### src/rtl/turf_register_bank.sv
`default_nettype none
// ============================================================================
// Module  : turf_register_bank
// Brief   : Decoded 256-word register space (ident, scratch, access counter,
//           control and sticky status registers) behind an en/wr/ack bus.
// Revision: 1.0 - initial release
// ============================================================================
module turf_register_bank #(
    parameter int                        NUM_CTRL       = 4,
    parameter int                        NUM_STAT       = 4,
    parameter int                        ADR_WIDTH      = 28,
    parameter logic [31:0]               IDENT          = 32'h0,
    parameter logic [31:0]               DATEVERSION    = 32'h0,
    parameter logic [32*NUM_CTRL-1:0]    CTRL_RESET     = '0,
    parameter logic [32*NUM_CTRL-1:0]    PULSE_MASK     = '0,
    parameter logic [32*NUM_STAT-1:0]    STICKY_MASK    = '0,
    parameter logic [31:0]               UNMAPPED_VALUE = 32'hBAADF00D
) (
    input  logic                     clk,
    input  logic                     rst,
    input  logic                     en_i,
    input  logic                     wr_i,
    output logic                     ack_o,
    input  logic [ADR_WIDTH-1:0]     adr_i,
    input  logic [31:0]              dat_i,
    output logic [31:0]              dat_o,
    output logic [32*NUM_CTRL-1:0]   ctrl_o,
    output logic [NUM_CTRL-1:0]      ctrl_wr_o,
    input  logic [32*NUM_STAT-1:0]   stat_i
);

    logic                   ack_q,     ack_d;
    logic [31:0]            dat_q,     dat_d;
    logic [31:0]            cnt_q,     cnt_d;
    logic [31:0]            scratch_q, scratch_d;
    logic [32*NUM_CTRL-1:0] ctrl_q,    ctrl_d;
    logic [NUM_CTRL-1:0]    ctrl_wr_q, ctrl_wr_d;
    logic [32*NUM_STAT-1:0] stat_q,    stat_d;

    logic                   w_start;
    logic                   w_wr_hit;
    logic [7:0]             w_adr;
    logic [31:0]            w_rdata;
    logic [32*NUM_STAT-1:0] w_clr;

    assign w_adr    = adr_i[7:0];
    // No access may start while the previous one is being acknowledged.
    assign w_start  = en_i & ~ack_q;
    assign w_wr_hit = w_start & wr_i;

    generate
        if (ADR_WIDTH > 8) begin : g_adr_hi
            logic unused_adr_hi;
            assign unused_adr_hi = ^adr_i[ADR_WIDTH-1:8];
        end
    endgenerate

    always_comb begin
        w_rdata = UNMAPPED_VALUE;
        case (w_adr)
            8'h00:   w_rdata = IDENT;
            8'h01:   w_rdata = DATEVERSION;
            8'h02:   w_rdata = scratch_q;
            8'h03:   w_rdata = cnt_q;
            default: w_rdata = UNMAPPED_VALUE;
        endcase
        for (int i = 0; i < NUM_CTRL; i++) begin
            if (w_adr == 8'(16 + i)) w_rdata = ctrl_q[32*i +: 32];
        end
        for (int i = 0; i < NUM_STAT; i++) begin
            if (w_adr == 8'(32 + i)) w_rdata = stat_q[32*i +: 32];
        end
    end

    always_comb begin
        ack_d     = w_start;
        dat_d     = w_start ? w_rdata : dat_q;
        cnt_d     = w_start ? cnt_q + 32'd1 : cnt_q;
        scratch_d = (w_wr_hit && w_adr == 8'h02) ? dat_i : scratch_q;

        // Pulse bits live for exactly one cycle after being written.
        ctrl_d    = ctrl_q & ~PULSE_MASK;
        ctrl_wr_d = '0;
        for (int i = 0; i < NUM_CTRL; i++) begin
            if (w_wr_hit && w_adr == 8'(16 + i)) begin
                ctrl_d[32*i +: 32] = dat_i;
                ctrl_wr_d[i]       = 1'b1;
            end
        end

        w_clr = '0;
        for (int i = 0; i < NUM_STAT; i++) begin
            if (w_wr_hit && w_adr == 8'(32 + i)) w_clr[32*i +: 32] = dat_i;
        end
        // Sticky set is OR'd after the clear so a simultaneous set wins.
        stat_d = (stat_i & ~STICKY_MASK)
               | (STICKY_MASK & (stat_i | (stat_q & ~w_clr)));
    end

    always_ff @(posedge clk) begin
        if (rst) begin
            ack_q     <= 1'b0;
            dat_q     <= '0;
            cnt_q     <= '0;
            scratch_q <= '0;
            ctrl_q    <= CTRL_RESET;
            ctrl_wr_q <= '0;
            stat_q    <= '0;
        end else begin
            ack_q     <= ack_d;
            dat_q     <= dat_d;
            cnt_q     <= cnt_d;
            scratch_q <= scratch_d;
            ctrl_q    <= ctrl_d;
            ctrl_wr_q <= ctrl_wr_d;
            stat_q    <= stat_d;
        end
    end

    // Reset in the acknowledge cycle suppresses the acknowledge immediately.
    assign ack_o     = ack_q & ~rst;
    assign dat_o     = dat_q;
    assign ctrl_o    = ctrl_q;
    assign ctrl_wr_o = ctrl_wr_q;

endmodule
`default_nettype wire

### config.mk
export PLATFORM = sky130hd
export DESIGN_NAME = turf_register_bank
export DESIGN_NICKNAME = d
export VERILOG_FILES = /design/src/rtl/turf_register_bank.sv
export SDC_FILE = /design/constraint.sdc
export NUM_CORES = 1
export LEC_CHECK = 0
export ABC_AREA = 1
export BUFFER_PORTS_ARGS = -buffer_cell sky130_fd_sc_hd__buf_2
export CAP_MARGIN = 20
export CELL_PAD_IN_SITES_DETAIL_PLACEMENT = 1
export CELL_PAD_IN_SITES_GLOBAL_PLACEMENT = 2
export CORE_ASPECT_RATIO = 0.5
export CORE_UTILIZATION = 25
export CTS_BUF_LIST = sky130_fd_sc_hd__clkbuf_8
export CTS_CLUSTER_SIZE = 40
export DETAILED_ROUTE_END_ITERATION = 8
export GPL_ROUTABILITY_DRIVEN = 0
export PLACE_DENSITY = 0.72
export SYNTH_ARGS = -nofsm -noshare
export SYNTH_HDL_FRONTEND = slang
export SYNTH_SLANG_ARGS = --single-unit
### constraint.sdc
create_clock -name clk -period 1.7 [get_ports clk]
set_input_delay 0.34 -clock clk [delete_from_list [all_inputs] [get_ports clk]]
set_output_delay 0.34 -clock clk [all_outputs]
set_load 0.1 [all_outputs]
; ---- Yosys cells after proc, flatten, opt, wreduce, memory -nomap -nowiden
; Index checks and enable logic that the tools add are counted.
[totals]
elab_cells = 47
out_inout_bits = 165
regBits = 357
inputBits = 192
[op_classes]
n_bitwise = 5
n_addsub = 1
n_mux = 13
n_eq_ne = 11
n_reduce_logical = 7
[op_table]
columns = op, count
row1 = $mux 32, 8
row2 = $pmux 32 s3, 1
row3 = $add 32x1->32 const B, 1
row4 = $eq 8x5->1 const B, 4
row5 = $eq 8x6->1 const B, 4
row6 = $eq 8x2->1 const B, 2
row7 = $eq 8x1->1 const B, 1
row8 = $logic_not 8->1, 1
row9 = $logic_and 1x1->1, 5
row10 = $mux 1, 4
row11 = $and 1x1->1, 3
row12 = $not 1->1, 2
row13 = $reduce_or 2->1, 1

; ---- Longest topological paths before layout
; Gate-level depths: netlist of run 1.
[depth]
ltp_word = 11
depth_mapped = 13
ltp_nobuf = 13

; ---- Worst setup path after synthesis of run 1
; Ideal clock, no wire load.
[synth_timing]
path_kind = input to output
start = input port rst
end = output port ack_o
n_path_buf = 3
slack_ps = -814
cell_stages = 4
required_time_ps = 1360
t_arrival_ps = 2174
path_cell_list = clkbuf_1 > clkbuf_1 > clkbuf_1 > nor2_1
[synth_via]
elab_chain_len = 2
[synth_rtl]
columns = element, line_no
row1 = from (decl), 20  ; input logic rst,
row2 = $not 1->1, 121  ; assign ack_o = ack_q & ~rst;
row3 = $and 1x1->1, 121
row4 = to (decl), 23  ; output logic ack_o,
; Every way passes these cells.

; ---- Worst setup path in the final report of run 1
[layout_timing]
start = register ack_q
end = output port ack_o
[layout_via]
elab_chain_len = 1
[layout_rtl]
columns = element, line_no
row1 = from (decl), 32  ; logic ack_q, ack_d;
row2 = from (signal assigned), 110  ; ack_q <= ack_d;
row3 = $and 1x1->1, 121
; Every way passes these cells.

==> impl_metrics.toml, run 1 <==
[die]
std_cell_rows = 62
top_level_ports = 357
core_mm2 = 0.0579
dieWidth_um = 346
initial_utilization = 0.255
chipHeight_um = 174
die_area_mm2 = 0.0601

[power_and_ir_drop]
worst_ir_drop_vdd_v = 0.000444
total_power_w = 0.0180
power_density_mw_per_mm2 = 819
cellLeakagePower_nw = 9.53

[sta]
fmax_mhz = 592
worst_pin_slew_ns = 0.590
layout_min_cycle_time_ns = 1.69
final.period_utilization = 0.994
max_slew_headroom_at_the_worst_pin = 0.607
report.final.setup_viol = 0
final_hold_viol_count = 0
hold-worst-slack_ns = 0.0673
report.final.slew_viol_count = 0
final.setup_skew_ns = 0.0369
setup_repair_after_global_routing_missed_its_margin = "true"

[logic_synthesis]
synthDistinctLibCells = 34
synth-edff-count = 0
syn_inst_count = 2085
synth_warnings = 0
dominantRegCellSynth = "sky130_fd_sc_hd__dfxtp_1"
post_synth_most_frequent_cells = "sky130_fd_sc_hd__dfxtp_1 (357), sky130_fd_sc_hd__nor2_1 (353), sky130_fd_sc_hd__nand2_1 (352), sky130_fd_sc_hd__inv_1 (265), sky130_fd_sc_hd__nand3_1 (176)"
syn-num-nets = 2278
synth-async-reset-ratio = 0
synth_area_per_cell_um2 = 7.08
synth_largest_type_area_fraction = 0.484
synth_top_cells_by_area = "sky130_fd_sc_hd__dfxtp_1 (48%), sky130_fd_sc_hd__nor2_1 (9.0%), sky130_fd_sc_hd__nand2_1 (9.0%)"
postSynthRegisterBits = 357
synth.cell_area_mm2 = 0.0148
synth_largest_area_cell = "sky130_fd_sc_hd__dfxtp_1"
synth.most_common_cell = "sky130_fd_sc_hd__dfxtp_1"
seq_area_frac_synth = 0.484

[placed_design]
dp.final_hpwl_mm = 47.0
port_buffers = 336

[critical_path]
critical-path-top-delay-family = "buffers and inverters"
worst-endpoint-arrival_ns = 1.35
cp_cell_sequence = "inv_2 > buf_6 > nor2_4 > buf_12"
timing.critical_path.buf_inv = 3
critPathMaxStageDelay_ns = 0.32
crit_type = "reg -> out"
worst_setup_path_end_kind = "output pin"
start_kind = "flip-flop"
worstPathMaxFanout = 2
required_ns = 1.36
crit_path_top_delay_cell = "sky130_fd_sc_hd__dfxtp_2"

[clock_network]
insertion_delay_ns = 0.64
h-tree-depth = 2
numCtsBuffers = 58
ctsRootBufferMaster = "sky130_fd_sc_hd__clkbuf_8"
clock_sinks = 357
tritoncts = "done"
ctsLongestPathBuffers = 3
worst_setup_hold_path_clk_slew_ns = 0.07

[routing]
drt-initial-drc-count = 863
via_count_of_the_routed_design = 15500
route.layer.met1.wl_mm = 29.8
drcViolationCount = 0
vias_per_cell = 4.50
topRoutingLayerUsed = "met4"
postRouteWirelength_mm = 65.4
wl_met3_mm = 2.63
detail_route.first_pass.iterations = 4
met2_length_mm = 30.9
number_of_nets_still_failing_antenna_checks_after_routing = 0
avgRoutedWirePerCell_um = 19.0

[finish]
final_layout_size_suffix_gt1_frac = 0.247
fin_nets = 2831
synth_to_layout_area_growth_pct = 48.8

[grt]
global_router_s_overall_resource_usage = 0.213
antenna_found_initial = 3
grt_start_max_net_pins = 117
number_of_global_route_vias_before_repair = 15700
grt_remaining_overflow = 0
grt_pass1_wl_mm = 97.7

[run]
max-cap-violations = 0

[outcome]
outcome = "finished, final reports clean"

[worst_hold_path]
timing.hold.worst.class = "in -> reg"
==> metrics by stage <==
stage / worst slack, ns / utilization / TNS [ns] / std cells / area (um^2)
6_report: 0.0104 / 0.379 / 0 / 3447 / 22000
5_1_grt: -0.0734 / 0.379 / -0.291 / 3446 / 21900
4_1_cts: -0.0273 / 0.376 / -0.0281 / 3438 / 21700
3_5_place_dp: -0.616 / 0.316 / -60.37 / 3200 / 18300
3_3_place_gp: -0.622 / 0.316 / -53.62 / 3200 / 18300
2_1_floorplan: 0.0119 / - / 0 / 2085 / 14800
==> worst min-delay path, cell delays in order <==
cell and delay (ns):
sky130_fd_sc_hd__buf_2 0.16, sky130_fd_sc_hd__nand3_1 0.10, sky130_fd_sc_hd__a21oi_1 0.06
==> kinds of logic after synthesis <==
family | share of synthesized area
flops | 0.484
simple gates | 0.283
buf+inv | 0.109
xor+xnor | 0.00890
fa+ha+maj | 0.000848
compound gates | 0.114
==> layout by cell type (no fill, tap or decap), types with 17 or more instances in the layout <==
cell type                       instances
sky130_fd_sc_hd__a21oi_1              155
sky130_fd_sc_hd__buf_12                36
sky130_fd_sc_hd__buf_2                170
sky130_fd_sc_hd__buf_4                188
sky130_fd_sc_hd__buf_6                 70
sky130_fd_sc_hd__buf_8                 22
sky130_fd_sc_hd__clkbuf_8              76
sky130_fd_sc_hd__dfxtp_1              334
sky130_fd_sc_hd__dfxtp_2               23
sky130_fd_sc_hd__dlygate4sd3_1        130
sky130_fd_sc_hd__inv_1                278
sky130_fd_sc_hd__inv_2                 18
sky130_fd_sc_hd__nand2_1              350
sky130_fd_sc_hd__nand3_1              172
sky130_fd_sc_hd__nand4_1               43
sky130_fd_sc_hd__nor2_1               347
sky130_fd_sc_hd__o21ai_0              136
sky130_fd_sc_hd__o21ai_1               17
==> power by group <==
group          leakage (nW)  internal (W)  switching [W]
combinational          5.96      0.000650        0.00106
sequential             2.93       0.00857      0.0000719
clock                 0.650       0.00392        0.00370
==> worst paths after layout <==
path | startpoint | to | slack (ns) | cells past startpoint
worst max-delay path | ack_q | ack_o | 0.01 | 4
worst min register to register | dat_o[17] | dat_o[17] | 0.47 | 2
worst min-delay path | dat_i[2] | ctrl_o[34] | 0.07 | 3
worst max register to register | ack_q | cnt_q[4] | 0.03 | 12
==> per-layer routing <==
metal,vias to the layer above,track usage
met5,-,0
met4,0,0.0716
met3,97,0.0327
met2,282,0.351
met1,7484,0.282
li1,7665,-
==> what timing repair did <==
action	4_1_cts	5_1_grt
gates resized for setup	308	48
setup endpoints to repair	179	50
hold buffers	130	0
pin swaps	10	15
buffers inserted	10	6
gates cloned	0	0
endpoints found under the hold margin	131	0
==> layout make-up <==
class	instances	area [um^2]
multi-input combinational	1321	6180
sequential	357	7180
inverter	283	1070
fill	7103	35900
antenna	3	7.51
clock inverter	23	110
tap	768	961
clock buffer	75	1030
timing repair buffer	617	5420
==> flip-flops by register name, summed over array words and instances, names as in the netlist <==
| register | flops |
|---|---|
| stat_q | 128 |
| ctrl_o | 128 |
| ctrl_wr_o | 4 |
| ack_q | 1 |
| cnt_q | 32 |
| scratch_q | 32 |
| dat_o | 32 |
Note: power is estimated with default switching activity, not from simulation.
==> run 2, diff against run 1 <==
- CORE_UTILIZATION: 25 -> 27
- PLACE_DENSITY: 0.72 -> 0.76
==> run 2 against run 1 <==
Net effect: the run now ends with setup timing left; hold slack worse by 0.024 ns; clock power is 1% lower; setup slack got worse by 0.024 ns; global-route usage grew 1.5 points; flip-flop and latch count did not move; largest cell class unchanged; routed wire length down 0.23%; combinational power about the same; critical path type unchanged; sequential power is essentially flat; fmax decreased by 1.4%; cell area down 0.63%; total power decreased by 0.48%.
==> impl_metrics.toml, run 2 (synthesis gave the netlist of run 1 again) <==
[sta]
report.final.slew_viol_count = 0
final.period_utilization = 1.01
max_slew_headroom_at_the_worst_pin = 0.615
final_critical_path_setup_slack_ns = -0.0135
worst_pin_slew_ns = 0.578
report.final.setup_viol = 1
setup_repair_after_global_routing_missed_its_margin = "true"
final.setup_skew_ns = 0.0127
fmax_mhz = 584
layout_min_cycle_time_ns = 1.71
final_hold_viol_count = 0

[critical_path]
crit_path_top_delay_cell = "sky130_fd_sc_hd__dfxtp_2"
crit_type = "reg -> out"
critPathMaxStageDelay_ns = 0.32
worst_setup_path_end_kind = "output pin"
timing.critical_path.buf_inv = 3
start_kind = "flip-flop"
worstPathMaxFanout = 2
timing.reg2reg.setup_slack_ns = 0.06
critical-path-top-delay-family = "buffers and inverters"
required_ns = 1.36
worst-endpoint-arrival_ns = 1.37
cp_cell_sequence = "inv_2 > buf_6 > nor2_4 > buf_12"

[routing]
drt-initial-drc-count = 1000
vias_per_cell = 4.65
postRouteWirelength_mm = 65.3
avgRoutedWirePerCell_um = 19.2
number_of_nets_still_failing_antenna_checks_after_routing = 0
detail_route.first_pass.iterations = 5
via_count_of_the_routed_design = 15800
drcViolationCount = 0

[die]
std_cell_rows = 60
chipHeight_um = 167
dieWidth_um = 333
top_level_ports = 357
die_area_mm2 = 0.0557
core_mm2 = 0.0538
initial_utilization = 0.274

[finish]
final_layout_size_suffix_gt1_frac = 0.244
final_core_util = 0.405
fin_nets = 2830
layout.cells.most_common = "sky130_fd_sc_hd__nand2_1"
synth_to_layout_area_growth_pct = 47.8
design_area_mm2 = 0.0218
layout_common_cells = "sky130_fd_sc_hd__nand2_1 (346), sky130_fd_sc_hd__nor2_1 (345), sky130_fd_sc_hd__dfxtp_1 (336)"

[power_and_ir_drop]
cellLeakagePower_nw = 9.57
power_density_mw_per_mm2 = 820
worst_ir_drop_vdd_v = 0.000467

[placed_design]
dp.final_hpwl_mm = 47.0
port_buffers = 336
dpl-instance-area_mm2 = 0.0184
worst_setup_slack_before_clock_tree_synthesis_ns = -0.699

[grt]
global_router_s_overall_resource_usage = 0.227
antenna_found_initial = 2
number_of_global_route_vias_before_repair = 15900
grt_start_max_net_pins = 79
grt_pass1_wl_mm = 96.8
grt_remaining_overflow = 0

[clock_network]
tritoncts = "done"
ctsLongestPathBuffers = 3
ctsRootBufferMaster = "sky130_fd_sc_hd__clkbuf_8"
worst_setup_hold_path_clk_slew_ns = 0.06
h-tree-depth = 2
numCtsBuffers = 57
clock_sinks = 357
insertion_delay_ns = 0.64

[worst_hold_path]
timing.hold.worst.class = "in -> reg"

[run]
max-cap-violations = 0

[outcome]
violations = "setup timing"
outcome = "complete, but fails checks"
==> run 2: worst paths after layout <==
check | cells after the start | endpoint | from
min | 3 | ctrl_o[69] | dat_i[5]
min reg2reg | 2 | dat_o[15] | dat_o[15]
max reg2reg | 11 | ctrl_o[102] | ack_q
max | 4 | ack_o | ack_q
==> run 2: cell type report <==
class / instances / area [um^2]
Multi-Input combinational cell: 1321 / 6180
Timing Repair Buffer: 617 / 5390
Clock inverter: 29 / 171
Inverter: 283 / 1070
Antenna cell: 3 / 7.51
Fill cell: 6536 / 32000
Tap cell: 713 / 892
Clock buffer: 68 / 936
Sequential cell: 357 / 7170
==> run 2: power breakdown <==
part | leakage, nW | switching, W | internal [W] | total (W)
sequential | 2.93 | 0.0000754 | 0.00857 | 0.00865
clock | 0.648 | 0.00364 | 0.00388 | 0.00752
combinational | 6.00 | 0.00106 | 0.000663 | 0.00172
total | 9.57 | 0.00478 | 0.0131 | 0.0179
==> run 2: worst reg2reg max path: stages, from the launching register on <==
cell	delay (ns)
sky130_fd_sc_hd__dfxtp_2	0.32
sky130_fd_sc_hd__inv_2	0.04
sky130_fd_sc_hd__nand2_4	0.08
sky130_fd_sc_hd__clkinv_2	0.09
sky130_fd_sc_hd__buf_4	0.16
sky130_fd_sc_hd__nand2_1	0.12
sky130_fd_sc_hd__inv_4	0.09
sky130_fd_sc_hd__nand2_1	0.14
sky130_fd_sc_hd__buf_12	0.19
sky130_fd_sc_hd__buf_12	0.14
sky130_fd_sc_hd__nand2_1	0.05
sky130_fd_sc_hd__a21oi_1	0.14
==> run 2: metal layers <==
layer	up-vias	global-route usage	routed length, um
met5	-	0	0
met4	0	0.0787	2130
met3	127	0.0325	2530
met2	330	0.372	30300
met1	7650	0.306	30300
li1	7658	-	-
==> run 2: through the flow <==
step | hold slack, ns | TNS, ns | cells | total power (W)
after floorplan | 0.447 | 0 | 2085 | 0.00956
after global placement | 0.449 | -49.85 | 3156 | 0.0102
after detailed placement | 0.458 | -56.44 | 3156 | 0.0103
after CTS | 0.00587 | -0.0737 | 3385 | 0.0181
after global routing | 0.0302 | -0.176 | 3390 | 0.0186
final | 0.0433 | -0.0135 | 3391 | 0.0179
==> run 2: timing repair <==
item,in CTS,in global routing
pin swaps,8,11
hold buffers,128,0
endpoints found under the setup margin,175,51
setup buffers,4,2
cloned,0,1
endpoints found under the hold margin,128,0
gates resized for setup,270,63
